## src/rtl/proc_run_ctrl_pkg.sv

```systemverilog
// Shared definitions for the core run controller: FSM state codes and default
// parameter values used by the RTL and by anything that instantiates it.
package proc_run_ctrl_pkg;

  localparam logic [1:0] ST_IDLE  = 2'd0;
  localparam logic [1:0] ST_RESET = 2'd1;
  localparam logic [1:0] ST_RUN   = 2'd2;
  localparam logic [1:0] ST_DONE  = 2'd3;

  localparam int unsigned DEF_RESET_CYCLES = 3;
  localparam int unsigned DEF_MAX_CYCLES   = 7;
  localparam int unsigned DEF_CNT_W        = 16;
  localparam int unsigned DEF_AUTO_START   = 1;

endpackage

```

## src/rtl/sat_counter.sv

```systemverilog
// Up-counter with synchronous clear and enable that sticks at all-ones
// instead of wrapping.
module sat_counter #(
  parameter int unsigned W = 16
) (
  input  logic         clk,
  input  logic         rst_n,
  input  logic         clear,
  input  logic         en,
  output logic [W-1:0] count
);

  always_ff @(posedge clk or negedge rst_n) begin
    if (!rst_n) begin
      count <= '0;
    end else if (clear) begin
      count <= '0;
    end else if (en && (count != '1)) begin
      count <= count + W'(1);
    end
  end

endmodule

```

## src/rtl/proc_run_ctrl.sv

```systemverilog
// Sequences a processor core through hold-in-reset, bounded run and stop,
// with start/abort handshake, halt detection, cycle counting and timeout.
module proc_run_ctrl
  import proc_run_ctrl_pkg::*;
#(
  parameter int unsigned RESET_CYCLES = DEF_RESET_CYCLES,
  parameter int unsigned MAX_CYCLES   = DEF_MAX_CYCLES,
  parameter int unsigned CNT_W        = DEF_CNT_W,
  parameter int unsigned AUTO_START   = DEF_AUTO_START
) (
  input  logic             clk,
  input  logic             rst_n,
  input  logic             start,
  input  logic             abort,
  input  logic             halt_in,
  output logic             core_rst_n,
  output logic             core_en,
  output logic             running,
  output logic             done,
  output logic             timeout,
  output logic [CNT_W-1:0] cycle_count
);

  localparam bit             LIMITED    = (MAX_CYCLES != 0);
  localparam logic [CNT_W-1:0] LIMIT_LAST = CNT_W'(LIMITED ? (MAX_CYCLES - 1) : 0);
  localparam logic [CNT_W-1:0] RST_LAST   = CNT_W'(RESET_CYCLES - 1);

  if ((RESET_CYCLES < 1) ||
      (64'(RESET_CYCLES) >= (64'd1 << CNT_W)) ||
      (64'(MAX_CYCLES) >= (64'd1 << CNT_W))) begin : g_bad_params
    $error("proc_run_ctrl: RESET_CYCLES must be 1..2^CNT_W-1 and MAX_CYCLES < 2^CNT_W");
  end

  logic [1:0]       state_q;
  logic [1:0]       state_d;
  logic [CNT_W-1:0] rst_cnt;
  logic             limit_hit;
  logic             cyc_clear;
  logic             cyc_en;
  logic             rst_clear;
  logic             core_rst_n_d;
  logic             core_en_d;
  logic             running_d;
  logic             done_d;
  logic             timeout_d;

  assign limit_hit = LIMITED && (cycle_count == LIMIT_LAST);

  // Next state plus the values every registered output takes with it
  always_comb begin
    state_d      = state_q;
    cyc_clear    = 1'b0;
    cyc_en       = 1'b0;
    rst_clear    = 1'b1;
    timeout_d    = timeout;
    case (state_q)
      ST_IDLE: begin
        if ((AUTO_START != 0) || start) state_d = ST_RESET;
      end
      ST_RESET: begin
        rst_clear = 1'b0;
        if (abort)                      state_d = ST_IDLE;
        else if (rst_cnt == RST_LAST)   state_d = ST_RUN;
      end
      ST_RUN: begin
        cyc_en = 1'b1;
        if (abort)                      state_d = ST_IDLE;
        else if (halt_in || limit_hit)  state_d = ST_DONE;
      end
      ST_DONE: begin
        if (start) state_d = ST_RESET;
      end
      default: state_d = ST_IDLE;
    endcase

    if ((state_d == ST_RESET) && (state_q != ST_RESET)) begin
      cyc_clear = 1'b1;
      timeout_d = 1'b0;
    end else if ((state_q == ST_RUN) && (state_d == ST_DONE)) begin
      timeout_d = !halt_in;
    end

    // Core stays out of reset in DONE so its state can be inspected
    core_rst_n_d = (state_d == ST_RUN) || (state_d == ST_DONE);
    core_en_d    = (state_d == ST_RUN);
    running_d    = (state_d == ST_RUN);
    done_d       = (state_d == ST_DONE);
  end

  always_ff @(posedge clk or negedge rst_n) begin
    if (!rst_n) state_q <= ST_IDLE;
    else        state_q <= state_d;
  end

  always_ff @(posedge clk or negedge rst_n) begin
    if (!rst_n) begin
      core_rst_n <= 1'b0;
      core_en    <= 1'b0;
      running    <= 1'b0;
      done       <= 1'b0;
      timeout    <= 1'b0;
    end else begin
      core_rst_n <= core_rst_n_d;
      core_en    <= core_en_d;
      running    <= running_d;
      done       <= done_d;
      timeout    <= timeout_d;
    end
  end

  sat_counter #(.W(CNT_W)) u_rst_cnt (
    .clk   (clk),
    .rst_n (rst_n),
    .clear (rst_clear),
    .en    (1'b1),
    .count (rst_cnt)
  );

  sat_counter #(.W(CNT_W)) u_cyc_cnt (
    .clk   (clk),
    .rst_n (rst_n),
    .clear (cyc_clear),
    .en    (cyc_en),
    .count (cycle_count)
  );

endmodule

```

## config.mk

```make
export PLATFORM = sky130hd
export DESIGN_NAME = proc_run_ctrl
export DESIGN_NICKNAME = d
export VERILOG_FILES = /design/src/rtl/proc_run_ctrl_pkg.sv /design/src/rtl/sat_counter.sv /design/src/rtl/proc_run_ctrl.sv
export SDC_FILE = /design/constraint.sdc
export NUM_CORES = 1
export LEC_CHECK = 0
export ABC_CLOCK_PERIOD_IN_PS = 2760
export CORE_ASPECT_RATIO = 1.25
export CORE_MARGIN = 2
export CORE_UTILIZATION = 50
export CTS_BUF_LIST = sky130_fd_sc_hd__clkbuf_4 sky130_fd_sc_hd__clkbuf_8 sky130_fd_sc_hd__clkbuf_16
export DETAILED_ROUTE_END_ITERATION = 7
export GPL_TIMING_DRIVEN = 0
export PLACE_DENSITY_LB_ADDON = 0.1
export RECOVER_POWER = 100
export SYNTH_ARGS = -nofsm -noshare
export SYNTH_HDL_FRONTEND = slang
export SYNTH_SLANG_ARGS = --single-unit
```

## constraint.sdc

```tcl
create_clock -name clk -period 2.76 [get_ports clk]
set_input_delay 0.552 -clock clk [delete_from_list [all_inputs] [get_ports clk]]
set_output_delay 0.552 -clock clk [all_outputs]
set_load 0.03 [all_outputs]
```

Yosys cells after proc, flatten, opt, wreduce, memory -nomap -nowiden:

Index checks and enable logic that the tools add are counted.

* bits in registers: 38
* input port bits: 5

* add/sub/neg operators: 2
* multiplexer cells: 14
* equal/unequal tests: 12
* reductions and logical operators: 9

Operators by type and width (number)
* $mux W16: 4
* $add A16 B1 Y16 const B: 2
* $ne A16 B16 Y1 const B: 2
* $eq A16 B2 Y1 const B: 1
* $eq A16 B3 Y1 const B: 1
* $mux W2: 5
* $eq A2 B2 Y1 const B: 4
* $pmux W2 S4: 1
* $eq A2 B1 Y1 const B: 2
* $mux W1: 4
* $ne A2 B1 Y1 const B: 2
* $reduce_bool A2 Y1: 2
* $logic_and A1 B1 Y1: 3
* $logic_not A2 Y1: 1
* $logic_or A1 B1 Y1: 2
* $logic_not A1 Y1: 1

Longest topological paths before layout:

Gate-level depths: netlist of run 1.

* word-level depth: 9
* gate-level depth with buffers: 7

By module:

From an unflattened synthesis of run 1, not the netlist that was laid out.

* cell total of the unflattened synthesis: 237
* area total of the unflattened synthesis: 2273.4 µm²

By module, submodules not included
* sat_counter: instances 2, area an instance 942.2 µm², cells an instance 98
* proc_run_ctrl: instances 1, area an instance 389.1 µm², cells an instance 41

Least setup slack after synthesis of run 1:

Ideal clock, no wire load.

* path type: register to register
* from: register u_cyc_cnt.count[0]
* to: register u_cyc_cnt.count[5]
* required time: 2.678 ns
* path slack: 0.671 ns
* setup time: 0.082 ns
* clock period less this slack: 2.089 ns
* arrival time: 2.007 ns
* stages on the path, launching flop included: 7
* path through: dfrtp_1 -> ha_1 -> and3_1 -> and3_1 -> clkbuf_1 -> a2111oi_0 -> mux2i_1

* longest elaborated chain between the ends: 9

RTL lines
* from (decl): RTL line sat_counter.sv:10 `output logic [W-1:0] count`
* from (signal assigned): RTL line sat_counter.sv:19 `count <= count + W'(1);`
* $eq A16 B3 Y1: RTL line proc_run_ctrl.sv:47 `assign limit_hit = LIMITED && (cycle_count == LIMIT_LAST);`
* $logic_or A1 B1 Y1: RTL line proc_run_ctrl.sv:68 `else if (halt_in || limit_hit) state_d = ST_DONE;`
* $mux W2: RTL line proc_run_ctrl.sv:68
* $mux W2: RTL line proc_run_ctrl.sv:67 `if (abort) state_d = ST_IDLE;`
* $pmux W2 S4: RTL line proc_run_ctrl.sv:56 `case (state_q)`
* $eq A2 B1 Y1: RTL line proc_run_ctrl.sv:76 `if ((state_d == ST_RESET) && (state_q != ST_RESET)) begin`
* $logic_and A1 B1 Y1: RTL line proc_run_ctrl.sv:76
* $mux W1: RTL line proc_run_ctrl.sv:76
* $mux W16 or $reduce_bool A2 Y1 (tied branches)

Parallel ways exist; a longest one is shown, timed or not. The select of a mux whose other input is x is not followed.
A chain may end at the register's enable or synchronous reset.

Worst setup path after layout of run 1:

* from: register state_q[1]
* to: register u_cyc_cnt.count[15]

* longest elaborated chain between the ends: 7

RTL lines
* from (decl): RTL line proc_run_ctrl.sv:34 `logic [1:0] state_q;`
* from (signal assigned): RTL line proc_run_ctrl.sv:92 `else state_q <= state_d;`
* $mux W2, on equally long branches: RTL line proc_run_ctrl.sv:68, proc_run_ctrl.sv:63
* $mux W2, on equally long branches: RTL line proc_run_ctrl.sv:67, proc_run_ctrl.sv:62
* $pmux W2 S4: RTL line proc_run_ctrl.sv:56
* $eq A2 B1 Y1: RTL line proc_run_ctrl.sv:76
* $logic_and A1 B1 Y1: RTL line proc_run_ctrl.sv:76
* $mux W1: RTL line proc_run_ctrl.sv:76
* $mux W16 or $reduce_bool A2 Y1 (tied branches)

Parallel ways exist; a longest one is shown, timed or not.

==> flow_summary.html, run 1 <==
<table>
<tr><th>Metric</th><th>Value</th></tr>
<tr><th colspan="2">Outcome</th></tr>
<tr><td>Outcome</td><td>complete, but fails checks</td></tr>
<tr><td>Violated checks</td><td>max-capacitance violations, max-slew violations</td></tr>
<tr><th colspan="2">Global route</th></tr>
<tr><td>Initial antenna violation count</td><td>0</td></tr>
<tr><td>All-layer global routing usage</td><td>22.2%</td></tr>
<tr><td>Maximum number of pins on one net before global-route repair</td><td>39</td></tr>
<tr><td>Remaining global-route overflow</td><td>0</td></tr>
<tr><td>Wire length of the first global-routing pass</td><td>8660 um</td></tr>
<tr><td>Number of global-route vias before repair</td><td>1882</td></tr>
<tr><th colspan="2">STA</th></tr>
<tr><td>Setup TNS Final</td><td>0 ps</td></tr>
<tr><td>Portion of the clock cycle consumed by the worst path in the final layout</td><td>86.4%</td></tr>
<tr><td>Worst setup skew after layout</td><td>7.14 ps</td></tr>
<tr><td>Relative slew slack</td><td>-30.2%</td></tr>
<tr><td>Worst Max-Slew Pin Slew</td><td>1950 ps</td></tr>
<tr><td>Max Fclk</td><td>0.419 GHz</td></tr>
<tr><td>Unrepaired setup endpoints after global routing</td><td>no</td></tr>
<tr><td>Final critical path time including I/O delays and setup</td><td>2380 ps</td></tr>
<tr><td>Final count of pins violating max slew</td><td>39</td></tr>
<tr><td>Finish-stage setup viols</td><td>0</td></tr>
<tr><td>Final hold violations</td><td>0</td></tr>
<tr><td>Final setup slack of the worst path</td><td>376 ps</td></tr>
<tr><th colspan="2">Clock network</th></tr>
<tr><td>Hold buffer count at CTS</td><td>0</td></tr>
<tr><td>Cts bufs inserted</td><td>5</td></tr>
<tr><td>CTS H-tree lvls</td><td>2</td></tr>
<tr><td>Setup repair bufs after CTS</td><td>0</td></tr>
<tr><td>Root buf cell</td><td>sky130_fd_sc_hd__clkbuf_8</td></tr>
<tr><td>Bufs on Longest Clock Path</td><td>2</td></tr>
<tr><td>Clock insertion delay at the later pin of the skew report</td><td>290 ps</td></tr>
<tr><td>TritonCTS clock tree</td><td>built</td></tr>
<tr><td>Post-CTS sizing</td><td>0</td></tr>
<tr><td>Clock Sinks</td><td>38</td></tr>
<tr><td>Worst-path clk slew</td><td>70 ps</td></tr>
<tr><th colspan="2">Route</th></tr>
<tr><td>Number of vias per cell</td><td>5.99</td></tr>
<tr><td>DR pass1 iterations</td><td>4</td></tr>
<tr><td>Antenna violation net count after detailed routing</td><td>0</td></tr>
<tr><td>Via count of the routed design</td><td>1905</td></tr>
<tr><td>Detailed Route Iter0 Violations</td><td>164</td></tr>
<tr><td>Routed WL per cell</td><td>15.6 um</td></tr>
<tr><td>Total Wirelength</td><td>4950 um</td></tr>
<tr><td>Drt drc</td><td>0</td></tr>
<tr><th colspan="2">Placed design</th></tr>
<tr><td>DP Wirelength</td><td>3560 um</td></tr>
<tr><td>Worst slack at placement</td><td>602 ps</td></tr>
<tr><td>Total of buffers placed on input and output ports</td><td>25</td></tr>
<tr><td>Placed instance count</td><td>312</td></tr>
<tr><td>Global placement routability congestion</td><td>0.889</td></tr>
<tr><th colspan="2">Floorplanning</th></tr>
<tr><td>Total die area</td><td>4920 um2</td></tr>
<tr><td>Floorplan die width</td><td>63.1 um</td></tr>
<tr><td>Die outline height</td><td>77.9 um</td></tr>
<tr><td>Initial core utilization</td><td>52.9%</td></tr>
<tr><td>CORE AREA</td><td>4130 um2</td></tr>
<tr><td>Num rows</td><td>26</td></tr>
<tr><td>Count of pins on the block boundary</td><td>26</td></tr>
<tr><th colspan="2">Finish</th></tr>
<tr><td>Fraction of layout instances using a drive strength above 1</td><td>8.40%</td></tr>
<tr><td>Count of placed standard cells in the final layout, fillers left out</td><td>318</td></tr>
<tr><td>Number of nets in the final layout</td><td>272</td></tr>
<tr><td>Area added between synthesis and finish</td><td>17.3%</td></tr>
<tr><td>Ant. Diodes</td><td>0</td></tr>
<tr><th colspan="2">Critical path</th></tr>
<tr><td>Highest-delay cell along the critical path</td><td>sky130_fd_sc_hd__or4_1</td></tr>
<tr><td>Arrival time of the worst setup path</td><td>2560 ps</td></tr>
<tr><td>Startpoint type of the worst setup path</td><td>register</td></tr>
<tr><td>Capturing point of the worst reg2reg path</td><td>u_cyc_cnt.count[15]$_DFFE_PN0P_</td></tr>
<tr><td>Maximum cell stage delay along the critical path</td><td>700 ps</td></tr>
<tr><td>Maximum net fanout on the critical path</td><td>10</td></tr>
<tr><td>CP Capture Type</td><td>register</td></tr>
<tr><td>Class of the most critical setup path</td><td>register to register</td></tr>
<tr><td>Critical R2R Launch</td><td>state_q[1]$_DFF_PN0_</td></tr>
<tr><td>Register-to-register setup slack</td><td>380 ps</td></tr>
<tr><td>Number of cells on the worst reg-to-reg path</td><td>6</td></tr>
<tr><td>Req. time, crit path</td><td>2930 ps</td></tr>
<tr><td>Cells traversed along the worst timing path</td><td>clkbuf_1 &gt; nand2b_4 &gt; clkbuf_1 &gt; or4_1 &gt; or4_1 &gt; mux2i_1</td></tr>
<tr><th colspan="2">Synthesis</th></tr>
<tr><td>Post-synth EDFFs</td><td>0</td></tr>
<tr><td>Share of async-settable or async-resettable flops after synthesis</td><td>100%</td></tr>
<tr><td>Number of register bits inferred by synthesis</td><td>38</td></tr>
<tr><td>Average instance area after synthesis</td><td>9.46 um2</td></tr>
<tr><td>Syn Std Cell Area</td><td>2180 um2</td></tr>
<tr><td>Synth Flop Type</td><td>sky130_fd_sc_hd__dfrtp_1</td></tr>
<tr><td>Synth Net Count</td><td>240</td></tr>
<tr><td>Sequential fraction of the synthesis area</td><td>43.5%</td></tr>
<tr><td>Warning count from the yosys run</td><td>0</td></tr>
<tr><td>Number of distinct standard cells referenced by the synthesized netlist</td><td>51</td></tr>
<tr><td>Number of instances in the synthesized netlist</td><td>231</td></tr>
<tr><th colspan="2">Min path</th></tr>
<tr><td>Source of the worst hold timing path</td><td>u_rst_cnt.count[10]$_DFFE_PN0P_</td></tr>
<tr><td>Hold Path End</td><td>u_rst_cnt.count[10]$_DFFE_PN0P_</td></tr>
<tr><td>Classification of the worst-slack hold path</td><td>register to register</td></tr>
<tr><td>Number of cells on the worst hold path</td><td>1</td></tr>
<tr><th colspan="2">Pwr</th></tr>
<tr><td>Power density cells</td><td>608 nW/um2</td></tr>
<tr><td>Reported leakage power</td><td>1.13 nW</td></tr>
<tr><td>Peak supply drop</td><td>0.382 mV</td></tr>
<tr><th colspan="2">Flow run</th></tr>
<tr><td>Number of max-cap violations</td><td>1</td></tr>
</table>
power by group:
group | switching [mW] | total, mW | internal [mW]
Clock | 0.183 | 0.375 | 0.193
Combinational | 0.327 | 0.533 | 0.205
Sequential | 0.0402 | 0.650 | 0.610
cell type report:
class / count / area (um2)
Timing Repair Buffer: 25 / 244
Multi-Input combinational cell: 174 / 1130
Buffer: 12 / 56.3
Inverter: 7 / 26.3
Clock buffer: 6 / 82.6
Sequential cell: 38 / 951
Tap cell: 56 / 70.1
Fill cell: 387 / 1570
cells in the mapped netlist (all sizes together) (5+ instances only):
library cell | instances | area, um2
a21oi | 15 | 75.1
and3 | 5 | 31.3
and4 | 5 | 43.8
clkbuf | 8 | 30.0
dfrtp | 38 | 951
inv | 7 | 26.3
mux2i | 10 | 100
nand2 | 22 | 82.6
nand3 | 13 | 65.1
nor2 | 11 | 41.3
nor3 | 13 | 65.1
nor4 | 6 | 37.5
o21ai | 10 | 50.1
or4 | 6 | 52.6
worst max-delay path, delay by kind of cell, from the launching register on:
family	cells	cell delay, ps
AND/OR/NAND/NOR	3	1220
flip-flops	1	320
buffers and inverters	2	600
multiplexers	1	130
stage by stage:
stage / power, mW / cell area [um2] / hold slack [ps] / util, %
after floorplan: 1.05 / 2180 / 256 / -
after global placement: 1.21 / 2500 / 496 / 60.6
after detailed placement: 1.22 / 2500 / 501 / 60.5
after CTS: 1.59 / 2580 / 392 / 62.5
after global routing: 1.67 / 2560 / 550 / 62.0
final: 1.56 / 2560 / 508 / 62.0
registers in the layout, indices dropped and copies added (netlist names):
signal	flops
u_cyc_cnt.count	16
u_rst_cnt.count	16
state_q	2
core_rst_n	1
done	1
running	1
timeout	1
layout by cell type (no fill, tap or decap), types with 2 or more instances in the layout:
cell type | synthesis | routed
sky130_fd_sc_hd__dfrtp_1 | 38 | 38
sky130_fd_sc_hd__nand2_1 | 22 | 22
sky130_fd_sc_hd__dlygate4sd3_1 | 0 | 22
sky130_fd_sc_hd__a21oi_1 | 15 | 15
sky130_fd_sc_hd__nor3_1 | 13 | 13
sky130_fd_sc_hd__nand3_1 | 13 | 13
sky130_fd_sc_hd__clkbuf_1 | 8 | 11
sky130_fd_sc_hd__nor2_1 | 11 | 11
sky130_fd_sc_hd__o21ai_0 | 10 | 10
sky130_fd_sc_hd__mux2i_1 | 10 | 10
sky130_fd_sc_hd__inv_1 | 7 | 7
sky130_fd_sc_hd__nor4_1 | 6 | 6
sky130_fd_sc_hd__or4_1 | 4 | 6
sky130_fd_sc_hd__clkbuf_8 | 0 | 6
sky130_fd_sc_hd__and4_1 | 5 | 5
sky130_fd_sc_hd__and3_1 | 5 | 5
sky130_fd_sc_hd__o31ai_1 | 4 | 4
sky130_fd_sc_hd__a211oi_1 | 4 | 4
sky130_fd_sc_hd__a31oi_1 | 4 | 4
sky130_fd_sc_hd__ha_1 | 4 | 4
sky130_fd_sc_hd__nand4_1 | 3 | 3
sky130_fd_sc_hd__or2_2 | 3 | 3
sky130_fd_sc_hd__nor4b_1 | 2 | 2
sky130_fd_sc_hd__o22ai_1 | 2 | 2
sky130_fd_sc_hd__a21o_2 | 2 | 2
sky130_fd_sc_hd__nand3b_1 | 2 | 2
sky130_fd_sc_hd__o311ai_0 | 2 | 2
sky130_fd_sc_hd__o41ai_1 | 2 | 2
sky130_fd_sc_hd__nand2b_1 | 2 | 2
sky130_fd_sc_hd__clkdlybuf4s50_1 | 0 | 2
cell families after synthesis:
group	count (synthesis)	synth area share [%]
adders and majority gates	4	2.29
buffers and inverters	19	4.30
AOI/OAI and AO/OA	54	16.4
and+or+nand+nor	105	28.4
DFF	38	43.5
muxes	11	5.10
routing by layer:
metal | up-vias | global-route usage [%] | part of all wire (%) | wire [um]
met5 | - | 0 | 0 | 0
met4 | 0 | 8.44 | 1.1 | 55
met3 | 7 | 4.93 | 3.0 | 147
met2 | 41 | 39.3 | 52 | 2580
li1 | 938 | - | - | -
met1 | 919 | 26.0 | 44 | 2170
worst max-delay path by stage:
stage,startpoint,end
finish,state_q[1]$_DFF_PN0_,u_cyc_cnt.count[15]$_DFFE_PN0P_
CTS,u_cyc_cnt.count[0]$_DFFE_PN0P_,u_cyc_cnt.count[5]$_DFFE_PN0P_
global placement,rst_n,u_rst_cnt.count[0]$_DFFE_PN0P_
global route,rst_n,u_cyc_cnt.count[5]$_DFFE_PN0P_
detailed placement,u_cyc_cnt.count[0]$_DFFE_PN0P_,u_cyc_cnt.count[5]$_DFFE_PN0P_
floorplan,u_cyc_cnt.count[0]$_DFFE_PN0P_,u_cyc_cnt.count[5]$_DFFE_PN0P_
(Power assumes the default switching activity.)
==> inputs of run 2 (changes only) <==
--- a/config.mk
+++ b/config.mk
@@ -8,7 +8,7 @@
 export ABC_CLOCK_PERIOD_IN_PS = 2760
 export CORE_ASPECT_RATIO = 1.25
 export CORE_MARGIN = 2
-export CORE_UTILIZATION = 50
+export CORE_UTILIZATION = 47
 export CTS_BUF_LIST = sky130_fd_sc_hd__clkbuf_4 sky130_fd_sc_hd__clkbuf_8 sky130_fd_sc_hd__clkbuf_16
 export DETAILED_ROUTE_END_ITERATION = 7
 export GPL_TIMING_DRIVEN = 0
==> flow_summary.html, run 2 (synthesized netlist as in run 1, its figures left out) <==
<table>
<tr><th>Metric</th><th>Value</th></tr>
<tr><th colspan="2">Finish</th></tr>
<tr><td>Commonest cells after routing, fill and taps aside</td><td>38 x sky130_fd_sc_hd__dfrtp_1, 22 x sky130_fd_sc_hd__nand2_1, 22 x sky130_fd_sc_hd__dlygate4sd3_1</td></tr>
<tr><td>Area taken by flip-flops and latches</td><td>951 um2</td></tr>
<tr><td>Area added between synthesis and finish</td><td>17.8%</td></tr>
<tr><td>Fraction of layout instances using a drive strength above 1</td><td>9.89%</td></tr>
<tr><td>Ant. Diodes</td><td>0</td></tr>
<tr><td>Top flop regs</td><td>u_cyc_cnt.count x16, u_rst_cnt.count x16, state_q x2</td></tr>
<tr><td>Filler cell count in the final layout</td><td>421</td></tr>
<tr><td>Number of nets in the final layout</td><td>272</td></tr>
<tr><td>Commonest non-fill, non-tap cell in the layout</td><td>sky130_fd_sc_hd__dfrtp_1</td></tr>
<tr><td>Fin area</td><td>2570 um2</td></tr>
<tr><td>Count of placed standard cells in the final layout, fillers left out</td><td>321</td></tr>
<tr><td>Multi-input gate area in the final layout</td><td>1130 um2</td></tr>
<tr><th colspan="2">Flow run</th></tr>
<tr><td>Number of max-cap violations</td><td>1</td></tr>
<tr><th colspan="2">Global route</th></tr>
<tr><td>Maximum number of pins on one net before global-route repair</td><td>39</td></tr>
<tr><td>All-layer global routing usage</td><td>21.7%</td></tr>
<tr><td>Initial antenna violation count</td><td>0</td></tr>
<tr><td>Wire length of the first global-routing pass</td><td>8600 um</td></tr>
<tr><td>Number of global-route vias before repair</td><td>1829</td></tr>
<tr><td>Remaining global-route overflow</td><td>0</td></tr>
<tr><th colspan="2">Critical path</th></tr>
<tr><td>Maximum net fanout on the critical path</td><td>10</td></tr>
<tr><td>Maximum cell stage delay along the critical path</td><td>670 ps</td></tr>
<tr><td>Register-to-register setup slack</td><td>490 ps</td></tr>
<tr><td>Req. time, crit path</td><td>2930 ps</td></tr>
<tr><td>Kind of cell adding the most delay to the critical path</td><td>simple AND/OR/NAND/NOR gates</td></tr>
<tr><td>Arrival time of the worst setup path</td><td>2440 ps</td></tr>
<tr><td>Startpoint type of the worst setup path</td><td>register</td></tr>
<tr><td>Capturing point of the worst reg2reg path</td><td>u_rst_cnt.count[1]$_DFFE_PN0P_</td></tr>
<tr><td>Class of the most critical setup path</td><td>register to register</td></tr>
<tr><td>Cells traversed along the worst timing path</td><td>buf_4 &gt; nand3b_1 &gt; nor4b_2 &gt; nand3_1 &gt; mux2_2</td></tr>
<tr><td>Critical R2R Launch</td><td>state_q[1]$_DFF_PN0_</td></tr>
<tr><td>Sum of buffers and inverters on the critical path</td><td>1</td></tr>
<tr><td>Highest-delay cell along the critical path</td><td>sky130_fd_sc_hd__nor4b_2</td></tr>
<tr><td>Number of cells on the worst reg-to-reg path</td><td>5</td></tr>
<tr><td>CP Capture Type</td><td>register</td></tr>
<tr><th colspan="2">STA</th></tr>
<tr><td>Worst Max-Slew Pin Slew</td><td>2050 ps</td></tr>
<tr><td>Final count of pins violating max slew</td><td>39</td></tr>
<tr><td>Final critical path time including I/O delays and setup</td><td>2270 ps</td></tr>
<tr><td>Final hold violations</td><td>0</td></tr>
<tr><td>Portion of the clock cycle consumed by the worst path in the final layout</td><td>82.1%</td></tr>
<tr><td>Final setup slack of the worst path</td><td>493 ps</td></tr>
<tr><td>Relative slew slack</td><td>-36.6%</td></tr>
<tr><td>Finish-stage setup viols</td><td>0</td></tr>
<tr><td>Setup TNS Final</td><td>0 ps</td></tr>
<tr><td>Max Fclk</td><td>0.441 GHz</td></tr>
<tr><td>Worst setup skew after layout</td><td>4.85 ps</td></tr>
<tr><td>Unrepaired setup endpoints after global routing</td><td>no</td></tr>
<tr><th colspan="2">Min path</th></tr>
<tr><td>Classification of the worst-slack hold path</td><td>register to register</td></tr>
<tr><td>Number of cells on the worst hold path</td><td>1</td></tr>
<tr><td>Hold Path End</td><td>u_rst_cnt.count[5]$_DFFE_PN0P_</td></tr>
<tr><td>Source of the worst hold timing path</td><td>u_rst_cnt.count[5]$_DFFE_PN0P_</td></tr>
<tr><th colspan="2">Outcome</th></tr>
<tr><td>Outcome</td><td>complete, but fails checks</td></tr>
<tr><td>Violated checks</td><td>max-capacitance violations, max-slew violations</td></tr>
<tr><th colspan="2">Floorplanning</th></tr>
<tr><td>Initial core utilization</td><td>49.4%</td></tr>
<tr><td>Num rows</td><td>27</td></tr>
<tr><td>CORE AREA</td><td>4430 um2</td></tr>
<tr><td>Die outline height</td><td>80.2 um</td></tr>
<tr><td>Floorplan die width</td><td>65.0 um</td></tr>
<tr><td>Count of pins on the block boundary</td><td>26</td></tr>
<tr><td>Total die area</td><td>5210 um2</td></tr>
<tr><th colspan="2">Placed design</th></tr>
<tr><td>Total of buffers placed on input and output ports</td><td>25</td></tr>
<tr><td>Placed instance count</td><td>314</td></tr>
<tr><td>Total placed instance area</td><td>2500 um2</td></tr>
<tr><td>Worst slack at placement</td><td>557 ps</td></tr>
<tr><td>DP Wirelength</td><td>3610 um</td></tr>
<tr><td>Global placement routability congestion</td><td>0.871</td></tr>
<tr><th colspan="2">Clock network</th></tr>
<tr><td>CTS H-tree lvls</td><td>2</td></tr>
<tr><td>Setup repair bufs after CTS</td><td>0</td></tr>
<tr><td>Hold buffer count at CTS</td><td>0</td></tr>
<tr><td>Bufs on Longest Clock Path</td><td>2</td></tr>
<tr><td>Root buf cell</td><td>sky130_fd_sc_hd__clkbuf_8</td></tr>
<tr><td>Cts bufs inserted</td><td>5</td></tr>
<tr><td>Post-CTS sizing</td><td>0</td></tr>
<tr><td>Clock insertion delay at the later pin of the skew report</td><td>290 ps</td></tr>
<tr><td>Clock Sinks</td><td>38</td></tr>
<tr><td>Worst-path clk slew</td><td>70 ps</td></tr>
<tr><td>TritonCTS clock tree</td><td>built</td></tr>
<tr><th colspan="2">Route</th></tr>
<tr><td>Number of vias per cell</td><td>5.97</td></tr>
<tr><td>Antenna violation net count after detailed routing</td><td>0</td></tr>
<tr><td>Detailed Route Iter0 Violations</td><td>102</td></tr>
<tr><td>Routed WL per cell</td><td>15.8 um</td></tr>
<tr><td>Drt drc</td><td>0</td></tr>
<tr><td>Via count of the routed design</td><td>1916</td></tr>
<tr><td>DR pass1 iterations</td><td>4</td></tr>
<tr><td>Total Wirelength</td><td>5060 um</td></tr>
<tr><th colspan="2">Pwr</th></tr>
<tr><td>Overall power</td><td>1.58 mW</td></tr>
<tr><td>Reported leakage power</td><td>1.13 nW</td></tr>
<tr><td>Power density cells</td><td>613 nW/um2</td></tr>
<tr><td>Peak supply drop</td><td>0.387 mV</td></tr>
</table>
run 2: power breakdown:
part,internal [mW],switching (mW)
registers,0.610,0.0448
clock network,0.194,0.183
logic,0.213,0.334
run 2: area by class of cell:
cell class / count / share of cell area [%]
plain buffers: 12 / 2.63
well taps: 58 / 2.82
repair buffers: 25 / 9.48
flip-flops and latches: 38 / 37.0
clock buffers: 7 / 3.26
inverters: 7 / 1.02
multi-input cells: 174 / 43.8
run 2: through the flow:
stage          hold WS (ps)  util, %
2_1_floorplan           256        -
3_3_place_gp            495     56.7
3_5_place_dp            520     56.5
4_1_cts                 402     58.4
5_1_grt                 549     58.1
6_report                527     58.1
run 2: worst reg2reg max path: cells and delay by family (launching register included):
family / cells / cell delay [ps]
simple gates: 3 / 1270
mux: 1 / 360
buf+inv: 1 / 170
flops: 1 / 360
run 2: how the worst max path moves through the flow:
stage / to / depth (start not counted) / from / slack [ps]
after global routing: u_cyc_cnt.count[4]$_DFFE_PN0P_ / 1 / rst_n / 280
final: u_rst_cnt.count[1]$_DFFE_PN0P_ / 5 / state_q[1]$_DFF_PN0_ / 490
after global placement: u_rst_cnt.count[3]$_DFFE_PN0P_ / 1 / rst_n / 200
after detailed placement: u_cyc_cnt.count[5]$_DFFE_PN0P_ / 6 / u_cyc_cnt.count[0]$_DFFE_PN0P_ / 560
after CTS: u_cyc_cnt.count[5]$_DFFE_PN0P_ / 6 / u_cyc_cnt.count[0]$_DFFE_PN0P_ / 530
after floorplan: u_cyc_cnt.count[5]$_DFFE_PN0P_ / 6 / u_cyc_cnt.count[0]$_DFFE_PN0P_ / 670
run 2: routing by layer:
| metal | up-vias | GRT usage (%) | part of all wire [%] |
|---|---|---|---|
| met5 | - | 0 | 0 |
| met4 | 0 | 8.30 | 1.4 |
| met3 | 6 | 4.48 | 2.3 |
| met2 | 30 | 38.5 | 51 |
| met1 | 944 | 25.6 | 45 |
| li1 | 936 | - | - |
==> inputs of run 3 (changes only) <==
--- a/config.mk
+++ b/config.mk
@@ -5,7 +5,7 @@
 export SDC_FILE = /design/constraint.sdc
 export NUM_CORES = 1
 export LEC_CHECK = 0
-export ABC_CLOCK_PERIOD_IN_PS = 2760
+export ABC_CLOCK_PERIOD_IN_PS = 2260
 export CORE_ASPECT_RATIO = 1.25
 export CORE_MARGIN = 2
 export CORE_UTILIZATION = 47
==> constraint.sdc (replaced) <==
create_clock -name clk -period 2.26 [get_ports clk]
set_input_delay 0.452 -clock clk [delete_from_list [all_inputs] [get_ports clk]]
set_output_delay 0.452 -clock clk [all_outputs]
set_load 0.03 [all_outputs]
==> flow_summary.html, run 3 (synthesized netlist as in run 1, its figures left out) <==
<table>
<tr><th>Metric</th><th>Value</th></tr>
<tr><th colspan="2">Placed design</th></tr>
<tr><td>Placed instance count</td><td>314</td></tr>
<tr><td>DP Wirelength</td><td>3610 um</td></tr>
<tr><td>Global placement routability congestion</td><td>0.871</td></tr>
<tr><td>Total of buffers placed on input and output ports</td><td>25</td></tr>
<tr><td>Total placed instance area</td><td>2500 um2</td></tr>
<tr><th colspan="2">STA</th></tr>
<tr><td>Final critical path time including I/O delays and setup</td><td>2130 ps</td></tr>
<tr><td>Worst Max-Slew Pin Slew</td><td>961 ps</td></tr>
<tr><td>Final count of pins violating max slew</td><td>0</td></tr>
<tr><td>Setup TNS Final</td><td>0 ps</td></tr>
<tr><td>Final Hold Slack</td><td>307 ps</td></tr>
<tr><td>Max Fclk</td><td>0.469 GHz</td></tr>
<tr><td>Finish-stage setup viols</td><td>0</td></tr>
<tr><td>Worst setup skew after layout</td><td>5.06 ps</td></tr>
<tr><td>Portion of the clock cycle consumed by the worst path in the final layout</td><td>94.3%</td></tr>
<tr><td>Relative slew slack</td><td>35.9%</td></tr>
<tr><td>Unrepaired setup endpoints after global routing</td><td>no</td></tr>
<tr><td>Final hold violations</td><td>0</td></tr>
<tr><th colspan="2">Floorplanning</th></tr>
<tr><td>CORE AREA</td><td>4430 um2</td></tr>
<tr><td>Count of pins on the block boundary</td><td>26</td></tr>
<tr><td>Num rows</td><td>27</td></tr>
<tr><td>Die outline height</td><td>80.2 um</td></tr>
<tr><td>Initial core utilization</td><td>49.4%</td></tr>
<tr><td>Floorplan die width</td><td>65.0 um</td></tr>
<tr><td>Total die area</td><td>5210 um2</td></tr>
<tr><th colspan="2">Finish</th></tr>
<tr><td>Fraction of layout instances using a drive strength above 1</td><td>10.6%</td></tr>
<tr><td>Area added between synthesis and finish</td><td>18.5%</td></tr>
<tr><td>Count of placed standard cells in the final layout, fillers left out</td><td>321</td></tr>
<tr><td>Final core area utilization</td><td>58.5%</td></tr>
<tr><td>Commonest cells after routing, fill and taps aside</td><td>38 x sky130_fd_sc_hd__dfrtp_1, 22 x sky130_fd_sc_hd__nand2_1, 22 x sky130_fd_sc_hd__dlygate4sd3_1</td></tr>
<tr><td>Filler cell count in the final layout</td><td>420</td></tr>
<tr><td>Fin area</td><td>2590 um2</td></tr>
<tr><td>Number of nets in the final layout</td><td>272</td></tr>
<tr><td>Commonest non-fill, non-tap cell in the layout</td><td>sky130_fd_sc_hd__dfrtp_1</td></tr>
<tr><td>Top flop regs</td><td>u_cyc_cnt.count x16, u_rst_cnt.count x16, state_q x2</td></tr>
<tr><td>Ant. Diodes</td><td>0</td></tr>
<tr><th colspan="2">Pwr</th></tr>
<tr><td>Peak supply drop</td><td>0.472 mV</td></tr>
<tr><td>Power density cells</td><td>744 nW/um2</td></tr>
<tr><td>Reported leakage power</td><td>1.15 nW</td></tr>
<tr><th colspan="2">Critical path</th></tr>
<tr><td>Maximum cell stage delay along the critical path</td><td>550 ps</td></tr>
<tr><td>Kind of cell adding the most delay to the critical path</td><td>simple AND/OR/NAND/NOR gates</td></tr>
<tr><td>Cells traversed along the worst timing path</td><td>ha_1 &gt; and3_1 &gt; and3_1 &gt; clkbuf_1 &gt; or4_1 &gt; mux2i_1</td></tr>
<tr><td>Highest-delay cell along the critical path</td><td>sky130_fd_sc_hd__or4_1</td></tr>
<tr><td>Class of the most critical setup path</td><td>register to register</td></tr>
<tr><td>Maximum net fanout on the critical path</td><td>9</td></tr>
<tr><td>Arrival time of the worst setup path</td><td>2300 ps</td></tr>
<tr><td>Startpoint type of the worst setup path</td><td>register</td></tr>
<tr><td>Most repeated library cell on the critical path</td><td>sky130_fd_sc_hd__and3_1</td></tr>
<tr><td>CP Capture Type</td><td>register</td></tr>
<tr><td>Sum of buffers and inverters on the critical path</td><td>1</td></tr>
<tr><td>Req. time, crit path</td><td>2420 ps</td></tr>
<tr><th colspan="2">Global route</th></tr>
<tr><td>Initial antenna violation count</td><td>0</td></tr>
<tr><td>All-layer global routing usage</td><td>21.7%</td></tr>
<tr><td>Remaining global-route overflow</td><td>0</td></tr>
<tr><td>Maximum number of pins on one net before global-route repair</td><td>39</td></tr>
<tr><td>Number of global-route vias before repair</td><td>1829</td></tr>
<tr><td>Wire length of the first global-routing pass</td><td>8600 um</td></tr>
<tr><th colspan="2">Clock network</th></tr>
<tr><td>Bufs on Longest Clock Path</td><td>2</td></tr>
<tr><td>TritonCTS clock tree</td><td>built</td></tr>
<tr><td>Setup repair bufs after CTS</td><td>0</td></tr>
<tr><td>Clock insertion delay at the later pin of the skew report</td><td>290 ps</td></tr>
<tr><td>CTS H-tree lvls</td><td>2</td></tr>
<tr><td>Clock Sinks</td><td>38</td></tr>
<tr><td>Root buf cell</td><td>sky130_fd_sc_hd__clkbuf_8</td></tr>
<tr><td>Worst-path clk slew</td><td>70 ps</td></tr>
<tr><td>Cts bufs inserted</td><td>5</td></tr>
<tr><th colspan="2">Route</th></tr>
<tr><td>Via count of the routed design</td><td>1914</td></tr>
<tr><td>Antenna violation net count after detailed routing</td><td>0</td></tr>
<tr><td>Total Wirelength</td><td>5070 um</td></tr>
<tr><td>Drt drc</td><td>0</td></tr>
<tr><td>Routed WL per cell</td><td>15.8 um</td></tr>
<tr><td>Number of vias per cell</td><td>5.96</td></tr>
<tr><td>DR pass1 iterations</td><td>4</td></tr>
<tr><td>Detailed Route Iter0 Violations</td><td>110</td></tr>
<tr><th colspan="2">Min path</th></tr>
<tr><td>Classification of the worst-slack hold path</td><td>input pin to asynchronous set/reset pin</td></tr>
<tr><th colspan="2">Flow run</th></tr>
<tr><td>Number of max-cap violations</td><td>0</td></tr>
<tr><th colspan="2">Outcome</th></tr>
<tr><td>Outcome</td><td>completed</td></tr>
</table>
-- run 3: worst paths after layout --
kind	startpoint	slack, ps	end	cells past startpoint
setup / recovery	u_cyc_cnt.count[0]$_DFFE_PN0P_	130	u_cyc_cnt.count[15]$_DFFE_PN0P_	6
hold / removal	rst_n	310	state_q[0]$_DFF_PN0_	1
setup reg to reg	u_cyc_cnt.count[0]$_DFFE_PN0P_	130	u_cyc_cnt.count[15]$_DFFE_PN0P_	6
hold reg to reg	u_rst_cnt.count[10]$_DFFE_PN0P_	530	u_rst_cnt.count[10]$_DFFE_PN0P_	1
max in group asynchronous	rst_n	1360	u_rst_cnt.count[0]$_DFFE_PN0P_	1
min in group clk	u_rst_cnt.count[10]$_DFFE_PN0P_	530	u_rst_cnt.count[10]$_DFFE_PN0P_	1
-- run 3: repair_timing --
action,4_1_cts,5_1_grt
resized for setup,0,2
setup endpoints to repair,0,1
hold buffers,0,0
-- run 3: where the power goes --
group | internal (mW) | switching, mW
Sequential | 0.745 | 0.0541
Clock | 0.236 | 0.224
Combinational | 0.260 | 0.408
-- run 3: layout make-up --
class,instances,area (um2),share of cell area [%]
Timing Repair Buffer,25,245,9.47
Tap cell,58,72.6,2.80
Inverter,7,26.3,1.01
Clock buffer,7,83.8,3.24
Multi-Input combinational cell,174,1140,44.1
Sequential cell,38,951,36.7
Buffer,12,67.6,2.61
-- run 3: through the flow --
stage	total power, mW	worst slack (ps)
2_1_floorplan	1.28	171
3_3_place_gp	1.48	-199
3_5_place_dp	1.50	56.8
4_1_cts	1.96	34.8
5_1_grt	2.05	59.8
6_report	1.93	129
-- run 3: per-layer routing --
layer	GRT usage, %	part of all wire [%]
met2	38.5	51
met4	8.30	1.1
met5	0	0
met1	25.6	45
met3	4.48	2.9
